==> config.mk <==
export PLATFORM = sky130hd
export DESIGN_NAME = funsel_reg_file
export DESIGN_NICKNAME = d
export VERILOG_FILES = /design/src/rtl/funsel_reg_file.sv
export SDC_FILE = /design/constraint.sdc
export NUM_CORES = 1
export LEC_CHECK = 0
export ABC_AREA = 1
export CORE_AREA = 4 4 129 131
export DETAILED_ROUTE_END_ITERATION = 12
export DIE_AREA = 0 0 133 135
export PLACE_DENSITY = 0.37
export SLEW_MARGIN = 20
export SYNTH_ARGS = -nofsm -noshare
export SYNTH_HDL_FRONTEND = slang
export SYNTH_SLANG_ARGS = --single-unit
export TNS_END_PERCENT = 100
==> constraint.sdc <==
create_clock -name clk -period 4.24 [get_ports clk]
set_input_delay 0.848 -clock clk [delete_from_list [all_inputs] [get_ports clk]]
set_output_delay 0.848 -clock clk [all_outputs]
set_load 0.01 [all_outputs]
==> src/rtl/funsel_reg_file.sv <==
// funsel_reg_file: bank of DEPTH general-purpose registers sharing one
// function-select code (clear / load / decrement / increment), applied to
// every register whose enable bit is set. Two combinational read ports feed
// the datapath; a registered per-register flag reports counter wrap.
//
// Optional feature macro: FUNSEL_SATURATE_EN
//   defined   -> increment of all-ones and decrement of zero clamp instead of
//                wrapping; the flag still reports the clamp.
//   undefined -> modular wrap-around.
//
// Ports:
//   clk        rising-edge clock
//   rst        synchronous, active-high reset (registers and flags to 0)
//   fun_sel    00 clear, 01 load, 10 decrement, 11 increment
//   reg_en     per-register enable mask (multi-hot allowed, 0 = no-op)
//   data_in    load value
//   rd_a_sel   read port A index (index >= DEPTH reads 0)
//   rd_b_sel   read port B index (index >= DEPTH reads 0)
//   rd_a/rd_b  current contents of the selected registers (no bypass)
//   wrap       registered OR of wrap_mask
//   wrap_mask  registered per-register wrap/clamp indication of last edge
module funsel_reg_file #(
    parameter int unsigned WIDTH = 8,
    parameter int unsigned DEPTH = 4,
    parameter int unsigned SEL_W = (DEPTH > 1) ? $clog2(DEPTH) : 1
) (
    input  logic             clk,
    input  logic             rst,
    input  logic [1:0]       fun_sel,
    input  logic [DEPTH-1:0] reg_en,
    input  logic [WIDTH-1:0] data_in,
    input  logic [SEL_W-1:0] rd_a_sel,
    input  logic [SEL_W-1:0] rd_b_sel,
    output logic [WIDTH-1:0] rd_a,
    output logic [WIDTH-1:0] rd_b,
    output logic             wrap,
    output logic [DEPTH-1:0] wrap_mask
);

    typedef enum logic [1:0] {
        FS_CLEAR = 2'b00,
        FS_LOAD  = 2'b01,
        FS_DEC   = 2'b10,
        FS_INC   = 2'b11
    } fun_e;

    localparam logic [WIDTH-1:0] ALL_ONES = '1;
    localparam logic [WIDTH-1:0] ZERO     = '0;

    logic [WIDTH-1:0] regs_q [DEPTH];
    logic [WIDTH-1:0] regs_d [DEPTH];
    logic [DEPTH-1:0] wrap_mask_q;
    logic [DEPTH-1:0] wrap_mask_d;
    logic             wrap_q;
    fun_e             fun;

    assign fun = fun_e'(fun_sel);

    // Next value and boundary flag for every register, each on its own value.
    always_comb begin
        for (int unsigned i = 0; i < DEPTH; i++) begin
            regs_d[i]      = regs_q[i];
            wrap_mask_d[i] = 1'b0;
            if (reg_en[i]) begin
                case (fun)
                    FS_CLEAR: regs_d[i] = ZERO;
                    FS_LOAD:  regs_d[i] = data_in;
                    FS_DEC: begin
                        wrap_mask_d[i] = (regs_q[i] == ZERO);
`ifdef FUNSEL_SATURATE_EN
                        if (regs_q[i] != ZERO) regs_d[i] = regs_q[i] - WIDTH'(1);
`else
                        regs_d[i] = regs_q[i] - WIDTH'(1);
`endif
                    end
                    FS_INC: begin
                        wrap_mask_d[i] = (regs_q[i] == ALL_ONES);
`ifdef FUNSEL_SATURATE_EN
                        if (regs_q[i] != ALL_ONES) regs_d[i] = regs_q[i] + WIDTH'(1);
`else
                        regs_d[i] = regs_q[i] + WIDTH'(1);
`endif
                    end
                    default: regs_d[i] = regs_q[i];
                endcase
            end
        end
    end

    // Register array and flags; reset overrides any operation.
    always_ff @(posedge clk) begin
        if (rst) begin
            for (int unsigned i = 0; i < DEPTH; i++) begin
                regs_q[i] <= ZERO;
            end
            wrap_mask_q <= '0;
            wrap_q      <= 1'b0;
        end else begin
            regs_q      <= regs_d;
            wrap_mask_q <= wrap_mask_d;
            wrap_q      <= |wrap_mask_d;
        end
    end

    // Read muxes: a compare loop rather than direct indexing so that
    // out-of-range selects (non power-of-two DEPTH) return zero.
    always_comb begin
        rd_a = ZERO;
        rd_b = ZERO;
        for (int unsigned i = 0; i < DEPTH; i++) begin
            if (rd_a_sel == SEL_W'(i)) rd_a = regs_q[i];
            if (rd_b_sel == SEL_W'(i)) rd_b = regs_q[i];
        end
    end

    assign wrap      = wrap_q;
    assign wrap_mask = wrap_mask_q;

endmodule

# Word-level counts from Yosys, hierarchy flattened

Index checks and enable logic that the tools add are counted.

Equality and inequality tests: 13
$add $sub $neg: 8
Reduce and logical (&&, ||, !) cells: 8
Mux-type cells: 20

Operators by type and width:

| kind                                             | number |
|---|---|
| case mux 8 bit (4 select lines)                  | 4 |
| 2-to-1 mux 8 bit                                 | 8 |
| adder 8 x 1 -> 8 bit, second input constant      | 4 |
| == test 8 bit, second input constant             | 4 |
| logical NOT 8 bit                                | 4 |
| subtractor 8 x 1 -> 8 bit, second input constant | 4 |
| == test 2 bit, second input constant             | 6 |
| case mux 1 bit (2 select lines)                  | 4 |
| == test 2 x 1 -> 1 bit, second input constant    | 3 |
| logical NOT 2 bit                                | 3 |
| 2-to-1 mux 1 bit                                 | 4 |
| OR reduction 4 bit                               | 1 |

Bits in registers: 37
Input port bits: 20
Logic and storage cells: 55
Output and inout port bits: 21

# Depth between registers and ports, before layout

Depth in word-level cells: 5
Mapped depth: 14
Gate-level depth less buffers: 13

# Worst setup path after synthesis

Ideal clock, no wire load.

Path type: input to register
From: input port fun_sel[0]
To: register regs_q[22] (netlist bit)
Buffers on the path: 2
Stages on the path: 10
Data required time: 4170 ps
Library setup time: 70 ps
Arrival: 2186 ps
Setup slack: 1984 ps
Cells stage by stage: buf_6 > nand2_4 > buf_6 > ha_1 > a21o_1 > a21oi_1 > nand2_1 > nand2_1 > nand3_1 > a21oi_1

Cells in the longest elaborated chain, start to end: 2

Ends and longest elaborated chain:

| element                                     | line | RTL |
|---|---|---|
| start: declaration                          | 29   | `input logic [1:0] fun_sel,` |
| == test 2 bit, or another cell as far along | 65   | `case (fun)` |
| case mux 8 bit (4 select lines) (*)         | 65   |  |
| end signal: assignment                      | 99   | `regs_q <= regs_d;` |
| end: declaration                            | 50   | `logic [WIDTH-1:0] regs_q [DEPTH];` |

Mark *: on every way between the ends. The rest lies on a longest branch, timed or not.
A chain may end at the register's enable or synchronous reset.

# Final worst setup path

From: input port rd_b_sel[1]
To: output port rd_b[0]

Cells in the longest elaborated chain, start to end: 5

Ends and longest elaborated chain:

| element                       | line | RTL |
|---|---|---|
| start: declaration            | 33   | `input logic [SEL_W-1:0] rd_b_sel,` |
| logical NOT 2 bit             | 112  | `if (rd_b_sel == SEL_W'(i)) rd_b = regs_q[i];` |
| 2-to-1 mux 8 bit (3 in a row) | 112  |  |
| 2-to-1 mux 8 bit (*)          | 112  |  |
| end: declaration              | 35   | `output logic [WIDTH-1:0] rd_b,` |

Marked as above.

==> metrics.log <==
INFO  metric holdCritStartpoint = regs_q[3]$_SDFFE_PP0P_
INFO  metric maxCapViolations = 0
INFO  metric postSynthRegisterBits = 37
INFO  metric remaining_drc_errors = 0
INFO  metric setup_violations = 0
INFO  metric antenna_cells = 0
INFO  metric clk_pin_slew = 0.07 ns
INFO  metric min_to = regs_q[3]$_SDFFE_PP0P_
INFO  metric slew_violations = 0
INFO  metric design.core.area = 15600 µm²
INFO  metric ff2ff_path_depth = 9
INFO  metric grt_setup_unrepaired = no
INFO  metric initialDrtViolationCount = 271
INFO  metric fp.dieArea = 18000 µm²
INFO  metric crit_fanout = 8
INFO  metric area_taken_by_flip_flops_and_latches = 741 µm²
INFO  metric final.period_utilization = 0.863
INFO  metric die_h = 135 µm
INFO  metric final_critical_delay_including_setup_and_external_delays = 3.66 ns
INFO  metric power_report.internal_total = 0.000772 W
INFO  metric num_io_pins = 41
INFO  metric core.rowCount = 46
INFO  metric timing.critical_path.arrival = 2.81 ns
INFO  metric grt_start_max_net_pins = 39
INFO  metric clk_lat_worst_skew = 0.30 ns
INFO  metric die-width = 133 µm
INFO  metric cp_data_required_time = 3.39 ns
INFO  metric pwr_density_cell = 300 nW/µm²
INFO  metric synthDominantCellAreaShare = 0.212
INFO  metric cts.repair.resized = 0
INFO  metric via_count_of_the_first_global_routing_pass = 3860
INFO  metric irDropWorstVdd = 0.000149 V
INFO  metric vias_per_cell = 4.63
INFO  metric post_synth_main_area_contributors = sky130_fd_sc_hd__dfxtp_1 (21%), sky130_fd_sc_hd__nand2_1 (17%), sky130_fd_sc_hd__inv_1 (11%), sky130_fd_sc_hd__ha_1 (9.3%), sky130_fd_sc_hd__o21ai_0 (8.2%)
INFO  metric ctsHtreeMaxLevel = 2
INFO  metric gp_congestion = 0.815
INFO  metric path_class = input port to primary output
INFO  metric flow.area_growth_from_synthesis = 20.8%
INFO  metric post_route_cells_drive_above_1_share = 0.0287
INFO  metric ffs_w_async_s_r_synth = 0
INFO  metric hold_path_depth = 2
INFO  metric fmax_achieved = 273 MHz
INFO  metric yosys_warn_count = 0
INFO  metric n_fill_cell = 1795
INFO  metric cts_sinks = 37
INFO  metric synth_cells = 595
INFO  metric critical_path.most_common_cell = sky130_fd_sc_hd__clkdlybuf4s50_1
INFO  metric grt_overflow = 0
INFO  metric post-synth-top-count-cell = sky130_fd_sc_hd__nand2_1
INFO  metric tritoncts_clock_tree = built
INFO  metric cp_cell_sequence = clkdlybuf4s50_1, inv_1, nor2_1, a21oi_1, o21ai_0, clkdlybuf4s50_1
INFO  metric endpoint_kind = primary output
INFO  metric synth_nets = 641
INFO  metric port_buffers = 40
INFO  metric slowest_stage_delay_cp = 0.58 ns
INFO  metric final_stage_net_count = 672
INFO  metric clock_tree.root_cell = sky130_fd_sc_hd__clkbuf_16
INFO  metric yosysTopAreaCell = sky130_fd_sc_hd__dfxtp_1
INFO  metric layout.core_utilization = 0.271
INFO  metric ff2ff_setup_slack = 2.55 ns
INFO  metric grt_pass1_wl = 21100 µm
INFO  metric wire_per_inst = 15.6 µm
INFO  metric worst_slew_margin_rel = 0.308
INFO  metric post-cts-setup-buffer-count = 0
INFO  metric sequentialPowerShare = 0.327
INFO  metric clock_skew = 0.00511 ns
INFO  metric part_of_the_yosys_area_used_for_sequential_elements = 0.212
INFO  metric synth.top_cells.by_count = sky130_fd_sc_hd__nand2_1 (157), sky130_fd_sc_hd__inv_1 (102), sky130_fd_sc_hd__o21ai_0 (57), sky130_fd_sc_hd__a21oi_1 (47), sky130_fd_sc_hd__nand3_1 (46)
INFO  metric hold_violations = 0
INFO  metric crit-reg2reg-launch = regs_q[9]$_SDFFE_PP0P_
INFO  metric worst_path_max_delay_cell = sky130_fd_sc_hd__clkdlybuf4s50_1
INFO  metric rr_endpoint = regs_q[10]$_SDFFE_PP0P_
INFO  metric outcome = complete, no violations
INFO  metric ys_types = 29
INFO  metric p_leak = 2.04 nW
INFO  metric dp_hpwl = 9970 µm
INFO  metric cts.hold.buffers_added = 0
INFO  metric route.vias.total = 3901
INFO  metric switching_power = 0.000497 W
INFO  metric setup_total_negative_slack = 0 ns
INFO  metric synth_flop_cell = sky130_fd_sc_hd__dfxtp_1
INFO  metric hold_path.class = register to register
INFO  metric startpoint_type = input port
INFO  metric drt-pass1-iter-count = 4
INFO  metric antenna_found_initial = 0
INFO  metric tightest_slew = 1.03 ns
INFO  metric syn_avg_cell_area = 5.88 µm²
INFO  metric clockPowerShare = 0.312
INFO  metric wirelength = 13100 µm
INFO  metric clk_path_buf_depth = 2
INFO  metric synth_area = 3500 µm²
INFO  metric postRouteAntennaNets = 0
INFO  metric number_of_synthesized_flops_with_an_enable_pin = 0
INFO  metric cts_made_buffers = 5
INFO  metric initial_core_util = 0.224
INFO  metric power_frac_comb = 0.361
INFO  metric global_route.usage.total = 0.150
INFO  metric multi_input_combinational_cell_area = 2280 µm²
INFO  metric power.share.switching = 0.392
## flip-flops by register name, indices dropped and copies added, names as in the netlist
register   count
regs_q        32
wrap_mask      4
wrap           1
## worst max path at each step
stage | start | to | slack, ns
after CTS | rd_a_sel[1] | rd_a[3] | 0.60
after global placement | rd_a_sel[1] | rd_a[0] | 0.60
after detailed placement | rd_a_sel[1] | rd_a[3] | 0.60
final | rd_b_sel[1] | rd_b[0] | 0.58
after floorplan | fun_sel[0] | regs_q[22]$_SDFFE_PP0P_ | 1.98
after global routing | rd_a_sel[1] | rd_a[2] | 0.47
## power by group through the flow
stage	clock (W)	combinational (W)	sequential, W
after floorplan	0	0.000323	0.000406
after global placement	0	0.000460	0.000423
after detailed placement	0	0.000461	0.000423
after CTS	0.000409	0.000463	0.000415
after global routing	0.000419	0.000530	0.000421
final	0.000396	0.000457	0.000415
## layout by cell type, fill, tap and decap left out
master                            netlist  routed
sky130_fd_sc_hd__a21boi_0               3       3
sky130_fd_sc_hd__a21o_1                 2       2
sky130_fd_sc_hd__a21oi_1               47      47
sky130_fd_sc_hd__a31oi_1               13      13
sky130_fd_sc_hd__buf_4                  3       1
sky130_fd_sc_hd__clkbuf_16              0       5
sky130_fd_sc_hd__clkdlybuf4s50_1        0      40
sky130_fd_sc_hd__clkinv_1               0       1
sky130_fd_sc_hd__clkinv_2               0       2
sky130_fd_sc_hd__clkinvlp_4             0       1
sky130_fd_sc_hd__dfxtp_1               37      37
sky130_fd_sc_hd__ha_1                  26      26
sky130_fd_sc_hd__inv_1                102     101
sky130_fd_sc_hd__inv_2                  1       1
sky130_fd_sc_hd__nand2_1              157     157
sky130_fd_sc_hd__nand2_2                1       1
sky130_fd_sc_hd__nand2_4                1       1
sky130_fd_sc_hd__nand3_1               46      46
sky130_fd_sc_hd__nand3b_1               7       7
sky130_fd_sc_hd__nand4_1               14      14
sky130_fd_sc_hd__nor2_1                25      25
sky130_fd_sc_hd__nor2_2                 2       2
sky130_fd_sc_hd__nor3_1                10      10
sky130_fd_sc_hd__nor4_1                 2       2
sky130_fd_sc_hd__o2111ai_1              2       2
sky130_fd_sc_hd__o21ai_0               57      57
sky130_fd_sc_hd__o21ai_1                1       1
sky130_fd_sc_hd__o21bai_1               4       4
sky130_fd_sc_hd__o22ai_1               14      14
sky130_fd_sc_hd__or2_2                  4       4
## layout make-up
| cell class | count | share of cell area |
|---|---|---|
| clock buffers | 5 | 0.0296 |
| flip-flops and latches | 37 | 0.175 |
| repair buffers | 41 | 0.0966 |
| clock inverters | 3 | 0.00415 |
| inverters | 103 | 0.0915 |
| multi-input cells | 438 | 0.539 |
| well taps | 216 | 0.0640 |
## logic make-up (layout without fill, tap and decap cells)
group | count (synthesis) | count (layout) | synth area share
buffers and inverters | 120 | 152 | 0.137
flip-flops | 37 | 37 | 0.212
adder cells (fa/ha/maj) | 26 | 26 | 0.0930
AO/OA/AOI/OAI | 143 | 143 | 0.223
AND/OR/NAND/NOR | 269 | 269 | 0.335
## stage by stage
| stage | instances | power (W) | setup WS, ns | hold WS, ns | instance area (µm²) |
|---|---|---|---|---|---|
| final | 843 | 0.00127 | 0.580 | 0.570 | 4220 |
| after global routing | 843 | 0.00137 | 0.473 | 0.623 | 4220 |
| after CTS | 843 | 0.00129 | 0.603 | 0.574 | 4220 |
| after detailed placement | 835 | 0.000884 | 0.604 | 0.563 | 4080 |
| after global placement | 835 | 0.000882 | 0.605 | 0.544 | 4080 |
| after floorplan | 595 | 0.000729 | 1.98 | 0.512 | 3500 |
## per-layer routing
| metal | global-route usage | wire length [µm] | vias up |
|---|---|---|---|
| met5 | 0 | 0 | - |
| met4 | 0.0468 | 287 | 0 |
| met3 | 0.0272 | 395 | 17 |
| met2 | 0.252 | 6150 | 59 |
| met1 | 0.195 | 6280 | 1785 |
| li1 | - | - | 2040 |
## critical path: cells and delay by family
kind,cells,cell delay [ns]
buffers and inverters,3,1.17
AND/OR/NAND/NOR,1,0.50
AO/OA/AOI/OAI,2,0.29
Power figures use the tool's default switching activity.
